## config.mk

```make
export PLATFORM = sky130hd
export DESIGN_NAME = uart_cmd_decoder
export DESIGN_NICKNAME = d
export VERILOG_FILES = /design/src/rtl/uart_cmd_decoder.sv
export SDC_FILE = /design/constraint.sdc
export NUM_CORES = 1
export LEC_CHECK = 0
export CORE_AREA = 2 2 67 69
export DETAILED_ROUTE_END_ITERATION = 10
export DIE_AREA = 0 0 69 71
export DONT_BUFFER_PORTS = 1
export MAX_ROUTING_LAYER = met4
export PLACE_DENSITY = 0.75
export SLEW_MARGIN = 10
export SYNTH_ARGS = -nofsm -noshare
export SYNTH_HDL_FRONTEND = slang
export SYNTH_SLANG_ARGS = --single-unit
```

## constraint.sdc

```tcl
create_clock -name clk -period 1.9 [get_ports clk]
set_input_delay 0.095 -clock clk [delete_from_list [all_inputs] [get_ports clk]]
set_output_delay 0.095 -clock clk [all_outputs]
set_load 0.02 [all_outputs]
```

## src/rtl/uart_cmd_decoder.sv

```systemverilog
// uart_cmd_decoder
// Parses framed command packets from the UART receiver byte stream:
//   SYNC_BYTE, ADDR, D[DATA_BYTES-1] .. D[0], CHK  (CHK = ADDR ^ all data bytes)
// A packet that checks out becomes one valid/ready register write. Checksum
// failures and bytes arriving while a write is still pending pulse pkt_err
// and bump a saturating error counter.
//
// Optional build macro UART_CMD_TIMEOUT_EN: when defined, an inter-byte idle
// counter aborts a packet after TIMEOUT_CLKS clocks with no byte. When it is
// undefined, the decoder waits indefinitely for the rest of a packet.

module uart_cmd_decoder #(
  parameter logic [7:0] SYNC_BYTE    = 8'hA5,
  parameter int         DATA_BYTES   = 2,
  parameter int         TIMEOUT_CLKS = 50000
) (
  input  logic                      clk,
  input  logic                      reset_n,
  input  logic [7:0]                rx_byte,
  input  logic                      rx_valid,
  output logic                      reg_wr_en,
  output logic [7:0]                reg_addr,
  output logic [8*DATA_BYTES-1:0]   reg_wr_data,
  input  logic                      reg_wr_ready,
  output logic                      pkt_err,
  output logic [7:0]                err_count,
  output logic                      busy
);

  localparam int WD = 8 * DATA_BYTES;

  // Index of the last payload byte; the counter only needs to reach 3.
  localparam logic [1:0] LAST_IDX = 2'(DATA_BYTES - 1);

  // Reject parameter values the datapath was not built for.
  if (DATA_BYTES < 1 || DATA_BYTES > 4 || TIMEOUT_CLKS < 1) begin : g_bad_param
    $error("uart_cmd_decoder: DATA_BYTES must be 1..4 and TIMEOUT_CLKS >= 1");
  end

  typedef enum logic [2:0] {
    S_IDLE  = 3'd0,
    S_ADDR  = 3'd1,
    S_DATA  = 3'd2,
    S_CHK   = 3'd3,
    S_WRITE = 3'd4
  } state_t;

  state_t          state_q, state_d;
  logic [1:0]      byte_cnt_q, byte_cnt_d;
  logic [7:0]      xor_q, xor_d;
  logic            reg_wr_en_q, reg_wr_en_d;
  logic [7:0]      reg_addr_q, reg_addr_d;
  logic [WD-1:0]   reg_wr_data_q, reg_wr_data_d;
  logic            pkt_err_q, pkt_err_d;
  logic [7:0]      err_count_q, err_count_d;
  logic            busy_q, busy_d;

  logic            err_event;
  logic            timeout_hit;
  logic            in_packet;
  logic [WD-1:0]   data_shifted;

  // States in which a packet is partially received (timeout applies here).
  assign in_packet = (state_q == S_ADDR) || (state_q == S_DATA) || (state_q == S_CHK);

  // Payload arrives MSB byte first, so each new byte enters at the LSB end.
  if (DATA_BYTES == 1) begin : g_shift_one
    assign data_shifted = rx_byte;
  end else begin : g_shift_many
    assign data_shifted = {reg_wr_data_q[WD-9:0], rx_byte};
  end

`ifdef UART_CMD_TIMEOUT_EN
  localparam int TO_W = $clog2(TIMEOUT_CLKS + 1);
  localparam logic [TO_W-1:0] TO_LIMIT = TO_W'(TIMEOUT_CLKS - 1);

  logic [TO_W-1:0] to_cnt_q, to_cnt_d;

  // Idle-clock counter: runs only mid-packet, cleared by every received byte.
  always_comb begin
    to_cnt_d    = '0;
    timeout_hit = 1'b0;
    if (in_packet && !rx_valid) begin
      if (to_cnt_q == TO_LIMIT) begin
        timeout_hit = 1'b1;
      end else begin
        to_cnt_d = to_cnt_q + TO_W'(1);
      end
    end
  end

  // Register the idle-clock counter.
  always_ff @(posedge clk or negedge reset_n) begin
    if (!reset_n) begin
      to_cnt_q <= '0;
    end else begin
      to_cnt_q <= to_cnt_d;
    end
  end
`else
  // Without the timeout, a packet in progress waits forever for its next byte.
  assign timeout_hit = 1'b0;
`endif

  // Packet parser next-state and output computation.
  always_comb begin
    state_d       = state_q;
    byte_cnt_d    = byte_cnt_q;
    xor_d         = xor_q;
    reg_wr_en_d   = reg_wr_en_q;
    reg_addr_d    = reg_addr_q;
    reg_wr_data_d = reg_wr_data_q;
    err_event     = 1'b0;

    case (state_q)
      S_IDLE: begin
        // Anything other than the sync marker is line noise; drop it quietly.
        if (rx_valid && rx_byte == SYNC_BYTE) begin
          state_d = S_ADDR;
        end
      end

      S_ADDR: begin
        // A sync-valued byte here is simply an address; no resynchronisation.
        if (rx_valid) begin
          reg_addr_d = rx_byte;
          xor_d      = rx_byte;
          byte_cnt_d = 2'd0;
          state_d    = S_DATA;
        end else if (timeout_hit) begin
          err_event = 1'b1;
          state_d   = S_IDLE;
        end
      end

      S_DATA: begin
        if (rx_valid) begin
          reg_wr_data_d = data_shifted;
          xor_d         = xor_q ^ rx_byte;
          if (byte_cnt_q == LAST_IDX) begin
            state_d = S_CHK;
          end else begin
            byte_cnt_d = byte_cnt_q + 2'd1;
          end
        end else if (timeout_hit) begin
          err_event = 1'b1;
          state_d   = S_IDLE;
        end
      end

      S_CHK: begin
        if (rx_valid) begin
          if (rx_byte == xor_q) begin
            reg_wr_en_d = 1'b1;
            state_d     = S_WRITE;
          end else begin
            err_event = 1'b1;
            state_d   = S_IDLE;
          end
        end else if (timeout_hit) begin
          err_event = 1'b1;
          state_d   = S_IDLE;
        end
      end

      S_WRITE: begin
        // A byte arriving now cannot be buffered: drop it and flag overrun,
        // even if the handshake completes in this same cycle.
        if (rx_valid) begin
          err_event = 1'b1;
        end
        if (reg_wr_en_q && reg_wr_ready) begin
          reg_wr_en_d = 1'b0;
          state_d     = S_IDLE;
        end
      end

      default: begin
        reg_wr_en_d = 1'b0;
        state_d     = S_IDLE;
      end
    endcase

    pkt_err_d = err_event;

    // Saturate rather than wrap so a flood of errors stays visible.
    err_count_d = err_count_q;
    if (err_event && err_count_q != 8'hFF) begin
      err_count_d = err_count_q + 8'd1;
    end

    busy_d = (state_d != S_IDLE);
  end

  // Single state register for the parser and all of its registered outputs.
  always_ff @(posedge clk or negedge reset_n) begin
    if (!reset_n) begin
      state_q       <= S_IDLE;
      byte_cnt_q    <= 2'd0;
      xor_q         <= 8'd0;
      reg_wr_en_q   <= 1'b0;
      reg_addr_q    <= 8'd0;
      reg_wr_data_q <= '0;
      pkt_err_q     <= 1'b0;
      err_count_q   <= 8'd0;
      busy_q        <= 1'b0;
    end else begin
      state_q       <= state_d;
      byte_cnt_q    <= byte_cnt_d;
      xor_q         <= xor_d;
      reg_wr_en_q   <= reg_wr_en_d;
      reg_addr_q    <= reg_addr_d;
      reg_wr_data_q <= reg_wr_data_d;
      pkt_err_q     <= pkt_err_d;
      err_count_q   <= err_count_d;
      busy_q        <= busy_d;
    end
  end

  assign reg_wr_en   = reg_wr_en_q;
  assign reg_addr    = reg_addr_q;
  assign reg_wr_data = reg_wr_data_q;
  assign pkt_err     = pkt_err_q;
  assign err_count   = err_count_q;
  assign busy        = busy_q;

endmodule

```

# Yosys cells after proc, flatten, opt, wreduce, memory -nomap -nowiden
# Cells that the tools add are included.
[totals] register_bits=48 output_inout_bits=35
[classes] reduce_logical=12 n_bitwise=2 muxes=23 n_addsub=2 n_eq_ne=14
[op_table] operator="3-bit 2-to-1 mux" n=7
[op_table] operator="8-bit 2-to-1 mux" n=2
[op_table] operator="8-bit one-hot mux with 2 select lines" n=1
[op_table] operator="3-bit one-hot mux with 5 select lines" n=1
[op_table] operator="2-bit inequality test (second input constant)" n=5
[op_table] operator="8-bit by 1-bit adder with 8-bit output (second input constant)" n=1
[op_table] operator="8-bit equality test" n=1
[op_table] operator="8-bit equality test (second input constant)" n=1
[op_table] operator="8-bit inequality test (second input constant)" n=1
[op_table] operator="4-bit AND reduction" n=2
[op_table] operator="8-bit bitwise XOR" n=1
[op_table] operator="3-bit by 2-bit equality test with 1-bit output (second input constant)" n=2
[op_table] operator="1-bit 2-to-1 mux" n=6
[op_table] operator="2-bit 2-to-1 mux" n=3
[op_table] operator="2-bit one-hot mux with 2 select lines" n=1
[op_table] operator="2-bit AND reduction" n=2
[op_table] operator="3-bit by 1-bit equality test with 1-bit output (second input constant)" n=1
[op_table] operator="3-bit equality test (second input constant)" n=1
[op_table] operator="1-bit logical AND" n=3
[op_table] operator="3-bit logical NOT" n=1
[op_table] operator="1-bit one-hot mux with 3 select lines" n=1
[op_table] operator="3-bit AND reduction" n=1
[op_table] operator="3-bit nonzero test" n=1
[op_table] operator="3-bit OR reduction" n=1
[op_table] operator="other kinds (6)" n=6

# Depth between registers and ports, before layout
# Gate-level depths: netlist (run 1).
[depth] ltp_word=5 depth_mapped=7

# Worst setup path before layout (run 1)
# No wires, ideal clock.
[synth_path] path_kind="register -> register" start="register err_count_q[2], in the netlist err_count[2]" end="register err_count_q[1], in the netlist err_count[1]" setup_ps=125 synth_period_minus_slack_ps=1830 n_path_buf=0 arrival_ps=1704 stages_incl_launch_ff=6 required_ps=1775 path_slack_ps=70 path_cell_list="dfrtp_1 -> and4_2 -> and4_1 -> a2111oi_4 -> or2_4 -> mux2_4"
[synth_via] elab_chain_cells=2
[synth_lines] item="start: declaration" line_no="55" rtl="logic [7:0] err_count_q, err_count_d;"
[synth_lines] item="start signal: assignment" line_no="215" rtl="err_count_q <= err_count_d;"
[synth_lines] item="8-bit inequality test" line_no="188" rtl="if (err_event && err_count_q != 8'hFF) begin"
[synth_lines] item="1-bit logical AND" line_no="188"
# Every way passes these cells.
# A chain may end at the register's enable or synchronous reset.

# Worst setup path after layout (run 1)
[layout_path] start="register xor_q[2]" end="register err_count_q[1], in the netlist err_count[1]"
[layout_via] elab_chain_cells=5
[layout_lines] item="start: declaration" line_no="50" rtl="logic [7:0] xor_q, xor_d;"
[layout_lines] item="start signal: assignment" line_no="210" rtl="xor_q <= xor_d;"
[layout_lines] item="8-bit equality test" line_no="153" rtl="if (rx_byte == xor_q) begin"
[layout_lines] item="1-bit 2-to-1 mux" line_no="153"
[layout_lines] item="1-bit 2-to-1 mux" line_no="152" rtl="if (rx_valid) begin"
[layout_lines] item="1-bit one-hot mux with 2 select lines" line_no="115" rtl="case (state_q)"
[layout_lines] item="1-bit logical AND" line_no="188"
# Every way passes these cells.

==> metrics.txt, run 1 <==
Area Growth Syn to Fin 15.73%; Worst Path Buf+Inv 0; clk_lat worst skew 310 ps; post-layout min period 1840 ps; routed len/inst 18.21 um; vias in the first global route 1666; GRT Resource Usage Total 0.2232; Clock Tree Buf Depth 2; Final Hold Fails 0; DIE WIDTH 69 um; Post-synth EDFFs 0; DR vias/cell 5.958; Iter 0 DRT Violations 85; Synth Flop Type dfrtp_1; Hold EP xor_q[5]; Diodes inserted 0; Hold Slack 13.15 ps; largest net degree at the start of global routing 49; R2R Setup Slk 60 ps; Place WS 52.29 ps; global route overflow 0; Root Driver clkbuf_8; Setup Buffers After CTS 0; post-route ant nets 0; worst vdd ir 0.6917 mV; fmax 543.6 MHz; CP max FO 4; Crit-path slowest cell dfrtp_1; Post-Syn Area 2282 um^2; hold path depth 2; Final period util 0.9682; Mean Syn Cell Area 12.27 um^2; Multi-input gate area 1033 um^2; power density cells 1541 nW/um^2; Worst setup SP type flop; critical path, cell by cell xor2_2, nor4_4, a2111oi_4, or2_4, mux2_4; Top Ports 47; HP Start rx_byte[5]; Distinct cells, synth 44; async set-reset flop share out of synthesis 1.000; Critical R2R Launch xor_q[2]; Final Setup Violations 0; Final Skew 10.13 ps; Max Transition Viols Final 0; RSZ-0062 raised after global routing yes; CP Data Arrival Time 2030 ps; Largest stage delay, worst path 430 ps; CTS Buf Count 5; Synth Register Bits 48; Chip Height 71 um; Worst setup EP type flop; Finished Layout Cells 265; worst reg2reg endpoint err_count[1]; max_cap viols 0; Worst-Margin Slew 518.0 ps; post-detail-place hpwl 3298 um; Starting Density 0.5429; Hold/Removal Path Class in2reg; R2R depth 5; Rows 24; Worst-path clk slew 90 ps; layout cell share with drive strength beyond 1 0.2817; gate count of the mapped netlist 186; final WL 4825 um; synth warn 0; DR pass1 iterations 4; H-tree Lvls 2; Fillers 348; Worst slew margin 0.6515; Net Count, Synth 200; delay-heaviest family, CP simple AND/OR/NAND/NOR gates; first-pass GRT wire length 8321 um; CP Class reg2reg; DRC viols 0; DP Cell Count 246; clock sinks 48; DR vias 1579; number of port buffers 0; Nets 226; WP data required 2090 ps; initial antenna violation count 0; worst setup margin 60.46 ps; status finished, final reports clean; sequential element share of the synthesized area 0.5263; CTS tree done; die area 4899 um^2; global placement routability congestion 0.8064; FF/Latch Area 1201 um^2; core area 4204 um^2; Pleak 1.106 nW
==> cell usage after synthesis (all sizes together), types with 2 or more instances <==
| master | count | area [um^2] |
|---|---|---|
| dfrtp | 48 | 1201 |
| mux2 | 25 | 285.3 |
| a21oi | 19 | 95.09 |
| nand2 | 17 | 63.81 |
| xor2 | 9 | 86.34 |
| o22ai | 8 | 50.05 |
| xnor2 | 7 | 61.31 |
| buf | 4 | 22.52 |
| inv | 4 | 15.01 |
| o2111ai | 4 | 35.03 |
| o21ai | 4 | 20.02 |
| nand3 | 3 | 15.01 |
| nor2 | 3 | 11.26 |
| nor4 | 3 | 48.80 |
| and2 | 2 | 13.77 |
| and4 | 2 | 18.77 |
| clkbuf | 2 | 17.51 |
| ha | 2 | 25.02 |
| mux2i | 2 | 20.02 |
| nor3b | 2 | 20.02 |
==> timing repair <==
action	4_1_cts	5_1_grt
endpoints found under the setup margin	0	1
gates resized for setup	0	1
endpoints found under the hold margin	75	0
hold buffers	11	0
==> area by class of cell <==
| type | instances | area share |
|---|---|---|
| flip-flops and latches | 48 | 0.4548 |
| well taps | 52 | 0.02463 |
| multi-input cells | 128 | 0.3913 |
| repair buffers | 25 | 0.08811 |
| clock inverters | 1 | 0.002842 |
| inverters | 4 | 0.005685 |
| clock buffers | 7 | 0.03269 |
==> routing by layer <==
metal | routed length, um | up-vias | global-route usage
met2 | 2580 | 41 | 0.3878
li1 | - | 722 | -
met4 | 116 | 0 | 0.08715
met5 | 0 | - | -
met1 | 1893 | 806 | 0.2420
met3 | 234 | 10 | 0.06410
==> cell families (layout without fill, tap and decap cells) <==
kind of cell	after synthesis	after routing	synth area share
AO/OA/AOI/OAI	41	41	0.1190
flip-flops	48	48	0.5263
adder cells (fa/ha/maj)	2	2	0.01096
buffers and inverters	10	37	0.02412
XOR/XNOR	16	16	0.06470
AND/OR/NAND/NOR	42	42	0.1212
multiplexers	27	27	0.1338
==> cells in the final DEF, fill, tap and decap left out, types with 2 or more instances in the layout <==
master | Yosys | final
ha_1 | 2 | 2
o2111ai_1 | 4 | 4
xor2_1 | 8 | 7
o21ai_0 | 4 | 4
nand2_1 | 17 | 17
a21oi_1 | 19 | 19
mux2_2 | 24 | 24
xor2_2 | 1 | 2
nor2_1 | 3 | 3
dlygate4sd3_1 | 0 | 10
xnor2_1 | 7 | 7
dfrtp_1 | 48 | 48
nor4_4 | 2 | 2
o22ai_1 | 8 | 8
buf_4 | 1 | 14
mux2i_1 | 2 | 2
inv_1 | 4 | 4
nand3_1 | 3 | 3
clkbuf_8 | 1 | 6
==> registers in the layout, indices dropped and copies added, names as in the netlist <==
register	count
reg_wr_data	16
pkt_err	1
reg_addr	8
state_q	3
xor_q	8
reg_wr_en	1
byte_cnt_q	2
busy	1
err_count	8
==> through the flow <==
step | power (mW) | setup TNS [ps] | utilization | area (um^2)
2_1_floorplan | 3.063 | 0 | - | 2282
3_3_place_gp | 3.306 | 0 | 0.5738 | 2412
3_5_place_dp | 3.417 | 0 | 0.5738 | 2412
4_1_cts | 4.098 | 0 | 0.6265 | 2634
5_1_grt | 4.322 | -4.717 | 0.6283 | 2641
6_report | 4.070 | 0 | 0.6283 | 2641
==> worst max-delay path by stage <==
stage	from	endpoint	depth (start not counted)
floorplan	err_count[2]	err_count[1]	5
global placement	xor_q[6]	err_count[1]	5
detailed placement	xor_q[2]	err_count[1]	5
CTS	xor_q[2]	err_count[1]	5
global route	xor_q[6]	err_count[1]	5
finish	xor_q[2]	err_count[1]	5
==> where the power goes <==
group	switching [mW]	total, mW	internal, mW
Clock	0.328	0.624	0.296
Sequential	0.709	2.17	1.46
Combinational	0.649	1.27	0.625
(Power assumes the default switching activity.)
==> run 2, diff against run 1 <==
--- a/config.mk
+++ b/config.mk
@@ -11,6 +11,7 @@
 export DONT_BUFFER_PORTS = 1
 export MAX_ROUTING_LAYER = met4
 export PLACE_DENSITY = 0.75
+export SETUP_SLACK_MARGIN = 0.1
 export SLEW_MARGIN = 10
 export SYNTH_ARGS = -nofsm -noshare
 export SYNTH_HDL_FRONTEND = slang
==> metrics.txt, run 2 (synthesis gave the netlist of run 1 again) <==
status finished, final reports clean; max_cap viols 0; Clock Power Share 0.152; number of port buffers 0; Max Transition Viols Final 0; global placement routability congestion 0.8364; Final period util 0.9473; R2R depth 5; CTS tree done; CP Data Arrival Time 1990 ps; core area 4204 um^2; Worst setup SP type flop; clk_lat worst skew 310 ps; Diodes inserted 0; R2R Setup Slk 100 ps; CP max FO 3; RSZ-0062 raised after global routing yes; worst vdd ir 0.6944 mV; routed len/inst 19.38 um; post-layout min period 1800 ps; post-route ant nets 0; post-detail-place hpwl 3341 um; worst reg2reg endpoint err_count[1]; max reg flops 16; hold path depth 2; layout cell share with drive strength beyond 1 0.3379; CP Class reg2reg; global route overflow 0; Final Setup Violations 0; Final Skew 5.721 ps; first-pass GRT wire length 8514 um; commonest non-fill, non-tap cells in the layout 46 x dfrtp_1, 24 x mux2_2, 20 x buf_4; Final Hold Fails 0; clock sinks 48; Starting Density 0.5429; Pleak 1.145 nW; Clock Tree Buf Depth 2; power density cells 1549 nW/um^2; initial antenna violation count 0; Area Growth Syn to Fin 19.85%; Worst setup EP type flop; worst setup margin 100.1 ps; DP Area 2407 um^2; Iter 0 DRT Violations 171; H-tree Lvls 2; Psw 1.777 mW; switching part of the total power 0.4194; Hold EP xor_q[2]; commonest non-fill, non-tap cell in the layout dfrtp_1; final WL 5253 um; Root Driver clkbuf_8; vias in the first global route 1749; Worst-path clk slew 90 ps; largest net degree at the start of global routing 49; DIE WIDTH 69 um; Sum Neg Setup Slack 0 ps; Hold/Removal Path Class in2reg; fmax 555.6 MHz; Worst slew margin 0.6405; WP data required 2090 ps; Place WS 68.73 ps; DR vias/cell 6.092; Seq pwr share 0.513; DR pass1 iterations 4; Comb pwr share 0.335; Worst-Margin Slew 534.4 ps; DRC viols 0; HP Start rx_byte[2]; Nets 232; Critical R2R Launch xor_q[4]; CTS Buf Count 5; Top Ports 47; DR vias 1651; die area 4899 um^2; Chip Height 71 um; Rows 24; Pint 2.459 mW; post-route cell area 2735 um^2; GRT Resource Usage Total 0.2297
[run 2: worst max-delay path by stage]
stage	startpoint	slack [ps]	to	cells past startpoint
after floorplan	state_q[2]	110	err_count[1]	5
after global placement	xor_q[6]	120	err_count[1]	5
after detailed placement	xor_q[6]	70	err_count[1]	5
after CTS	xor_q[1]	90	err_count[1]	5
after global routing	xor_q[0]	20	err_count[1]	5
final	xor_q[4]	100	err_count[1]	5
[run 2: routing by layer]
layer	track usage	up-vias	wire length (um)
met3	0.06980	17	301
met2	0.3889	53	2840
li1	-	734	-
met1	0.2465	847	1923
met5	-	-	0
met4	0.1111	0	187
[run 2: area by class of cell]
class	count	area [um^2]
fillers	302	1469
flip-flops and latches	48	1204
multi-input cells	128	1076
repair buffers	31	277.8
clock buffers	6	82.58
well taps	52	65.06
clock inverters	2	15.01
inverters	4	15.01
[run 2: stage by stage]
step                total power, mW  cells    util  hold WS [ps]
detailed placement            3.428    245  0.5726        -199.0
finish                        4.236    271  0.6506         8.262
global route                  4.482    271  0.6506         22.58
floorplan                     3.068    186       -        -200.6
global placement              3.316    245  0.5726        -199.0
CTS                           4.186    269  0.6387         1.143
[run 2: power groups by stage]
stage          registers, mW  logic [mW]  clock network (mW)
3_3_place_gp            2.15        1.16                   0
5_1_grt                 2.23        1.55               0.701
3_5_place_dp            2.19        1.24                   0
2_1_floorplan           2.18       0.887                   0
6_report                2.17        1.42               0.645
4_1_cts                 2.17        1.36               0.655
[run 2: worst max-delay path: stages (launching register included)]
cell	delay, ps
dfrtp_1	410
xor2_1	200
nor4_4	380
a2111oi_4	130
or2_4	260
mux2_4	300
[run 2: what timing repair did]
item	CTS	global route
resized for setup	2	6
endpoints found under the setup margin	1	8
hold buffers	11	0
pin swaps	6	5
buffers inserted	5	2
endpoints found under the hold margin	74	0
==> run 3, diff against run 2 <==
--- a/config.mk
+++ b/config.mk
@@ -5,12 +5,12 @@
 export SDC_FILE = /design/constraint.sdc
 export NUM_CORES = 1
 export LEC_CHECK = 0
-export CORE_AREA = 2 2 67 69
+export CORE_AREA = 2 2 62 75
+export CTS_CLUSTER_DIAMETER = 50
 export DETAILED_ROUTE_END_ITERATION = 10
-export DIE_AREA = 0 0 69 71
+export DIE_AREA = 0 0 64 77
 export DONT_BUFFER_PORTS = 1
-export MAX_ROUTING_LAYER = met4
-export PLACE_DENSITY = 0.75
+export PLACE_DENSITY = 0.74
 export SETUP_SLACK_MARGIN = 0.1
 export SLEW_MARGIN = 10
 export SYNTH_ARGS = -nofsm -noshare
==> metrics.txt, run 3 (synthesis gave the netlist of run 1 again) <==
status finished, final reports clean; commonest non-fill, non-tap cells in the layout 46 x dfrtp_1, 24 x mux2_2, 22 x buf_4; CTS Buf Count 5; Worst Path Buf+Inv 0; post-layout min period 1823 ps; global placement routability congestion 0.8198; fmax 548.6 MHz; post-route cell area 2740 um^2; worst reg2reg endpoint err_count[1]; Final Setup Violations 0; DRC viols 0; WP data required 2090 ps; CP max FO 3; Root Driver clkbuf_8; Hold Slack 12.22 ps; power density cells 1547 nW/um^2; R2R Setup Slk 80 ps; critical path, cell by cell xor2_1, nor4_4, a2111oi_4, or2_4, mux2_4; DR vias 1602; delay-heaviest family, CP simple AND/OR/NAND/NOR gates; switching part of the total power 0.4078; Critical R2R Launch xor_q[2]; DR vias/cell 5.783; DP Area 2442 um^2; Worst setup SP type flop; Max Transition Viols Final 0; first-pass GRT wire length 8376 um; Seq pwr share 0.510; Comb pwr share 0.340; Worst-Margin Slew 612.4 ps; max reg flops 16; DR pass1 iterations 4; CP Depth 5; hold path depth 2; Worst slew margin 0.5880; GRT Resource Usage Total 0.2227; Nets 234; Starting Density 0.5438; Final period util 0.9593; Crit-path slowest cell dfrtp_1; CP Data Arrival Time 2010 ps; Sum Neg Setup Slack 0 ps; post-route ant nets 0; Pint 2.511 mW; global route overflow 0; initial antenna violation count 0; max_cap viols 0; Clock Tree Buf Depth 2; Hold EP xor_q[1]; Clock Power Share 0.151; routed len/inst 18.56 um; Total Power 4.240 mW; DIE WIDTH 64 um; Final Skew 4.351 ps; vias in the first global route 1747; R2R depth 5; core area 4197 um^2; Worst setup EP type flop; RSZ-0062 raised after global routing yes; Chip Height 77 um; post-detail-place hpwl 3528 um; Diodes inserted 0; HP Start rx_byte[1]; die area 4928 um^2; Rows 26; worst setup margin 77.33 ps; Place WS 68.95 ps; Area Growth Syn to Fin 20.07%; Top Ports 47; Final Hold Fails 0; clock sinks 48; layout cell share with drive strength beyond 1 0.3303; final WL 5142 um; clk_lat worst skew 300 ps; Pleak 1.149 nW; Worst-path clk slew 80 ps; CP Class reg2reg; Iter 0 DRT Violations 70; Hold/Removal Path Class in2reg; largest net degree at the start of global routing 49; worst vdd ir 0.7165 mV; commonest non-fill, non-tap cell in the layout dfrtp_1; CTS tree done; Largest stage delay, worst path 430 ps; Psw 1.729 mW; number of port buffers 0; H-tree Lvls 2
-- run 3: cell types whose count changed in the layout (fill, tap and decap cells not counted), sizes merged --
cell      change
buf           +2
clkbuf        +2
clkinvlp      -2
-- run 3: per-stage QoR --
step / cells / util
global route: 277 / 0.6530
CTS: 276 / 0.6434
finish: 277 / 0.6530
floorplan: 186 / -
detailed placement: 253 / 0.5820
global placement: 253 / 0.5820
-- run 3: worst max-delay path by stage --
stage	slack [ps]	to	startpoint
3_5_place_dp	70	err_count[1]	xor_q[6]
3_3_place_gp	140	err_count[1]	xor_q[0]
4_1_cts	80	err_count[1]	xor_q[3]
6_report	80	err_count[1]	xor_q[2]
5_1_grt	20	err_count[1]	xor_q[2]
2_1_floorplan	110	err_count[1]	state_q[2]
-- run 3: layout make-up --
cell class | count | area, um^2
Tap cell | 56 | 70.07
Sequential cell | 48 | 1204
Timing Repair Buffer | 33 | 292.8
Fill cell | 314 | 1456
Multi-Input combinational cell | 128 | 1059
Inverter | 4 | 15.01
Clock buffer | 8 | 100.1
-- run 3: what timing repair did --
| item | in CTS | in global routing |
|---|---|---|
| gates resized for setup | 0 | 6 |
| hold buffers | 11 | 0 |
| endpoints found under the setup margin | 2 | 8 |
| gates cloned | 0 | 0 |
| buffers inserted | 4 | 1 |
| hold endpoints to repair | 75 | 0 |
| pin swaps | 3 | 1 |
-- run 3: power groups by stage --
stage,logic (mW),registers (mW),clock network (mW)
after global routing,1.57,2.22,0.703
after detailed placement,1.28,2.19,0
final,1.44,2.16,0.638
after CTS,1.41,2.16,0.666
after global placement,1.20,2.15,0
after floorplan,0.887,2.18,0
-- run 3: metal layers --
layer / part of all wire / vias to the layer above / track usage / routed length, um
li1: - / 734 / - / -
met1: 0.37 / 785 / 0.2431 / 1892
met2: 0.52 / 63 / 0.3875 / 2698
met3: 0.060 / 20 / 0.05572 / 308
met4: 0.047 / 0 / 0.1239 / 243
met5: 0 / - / 0 / 0
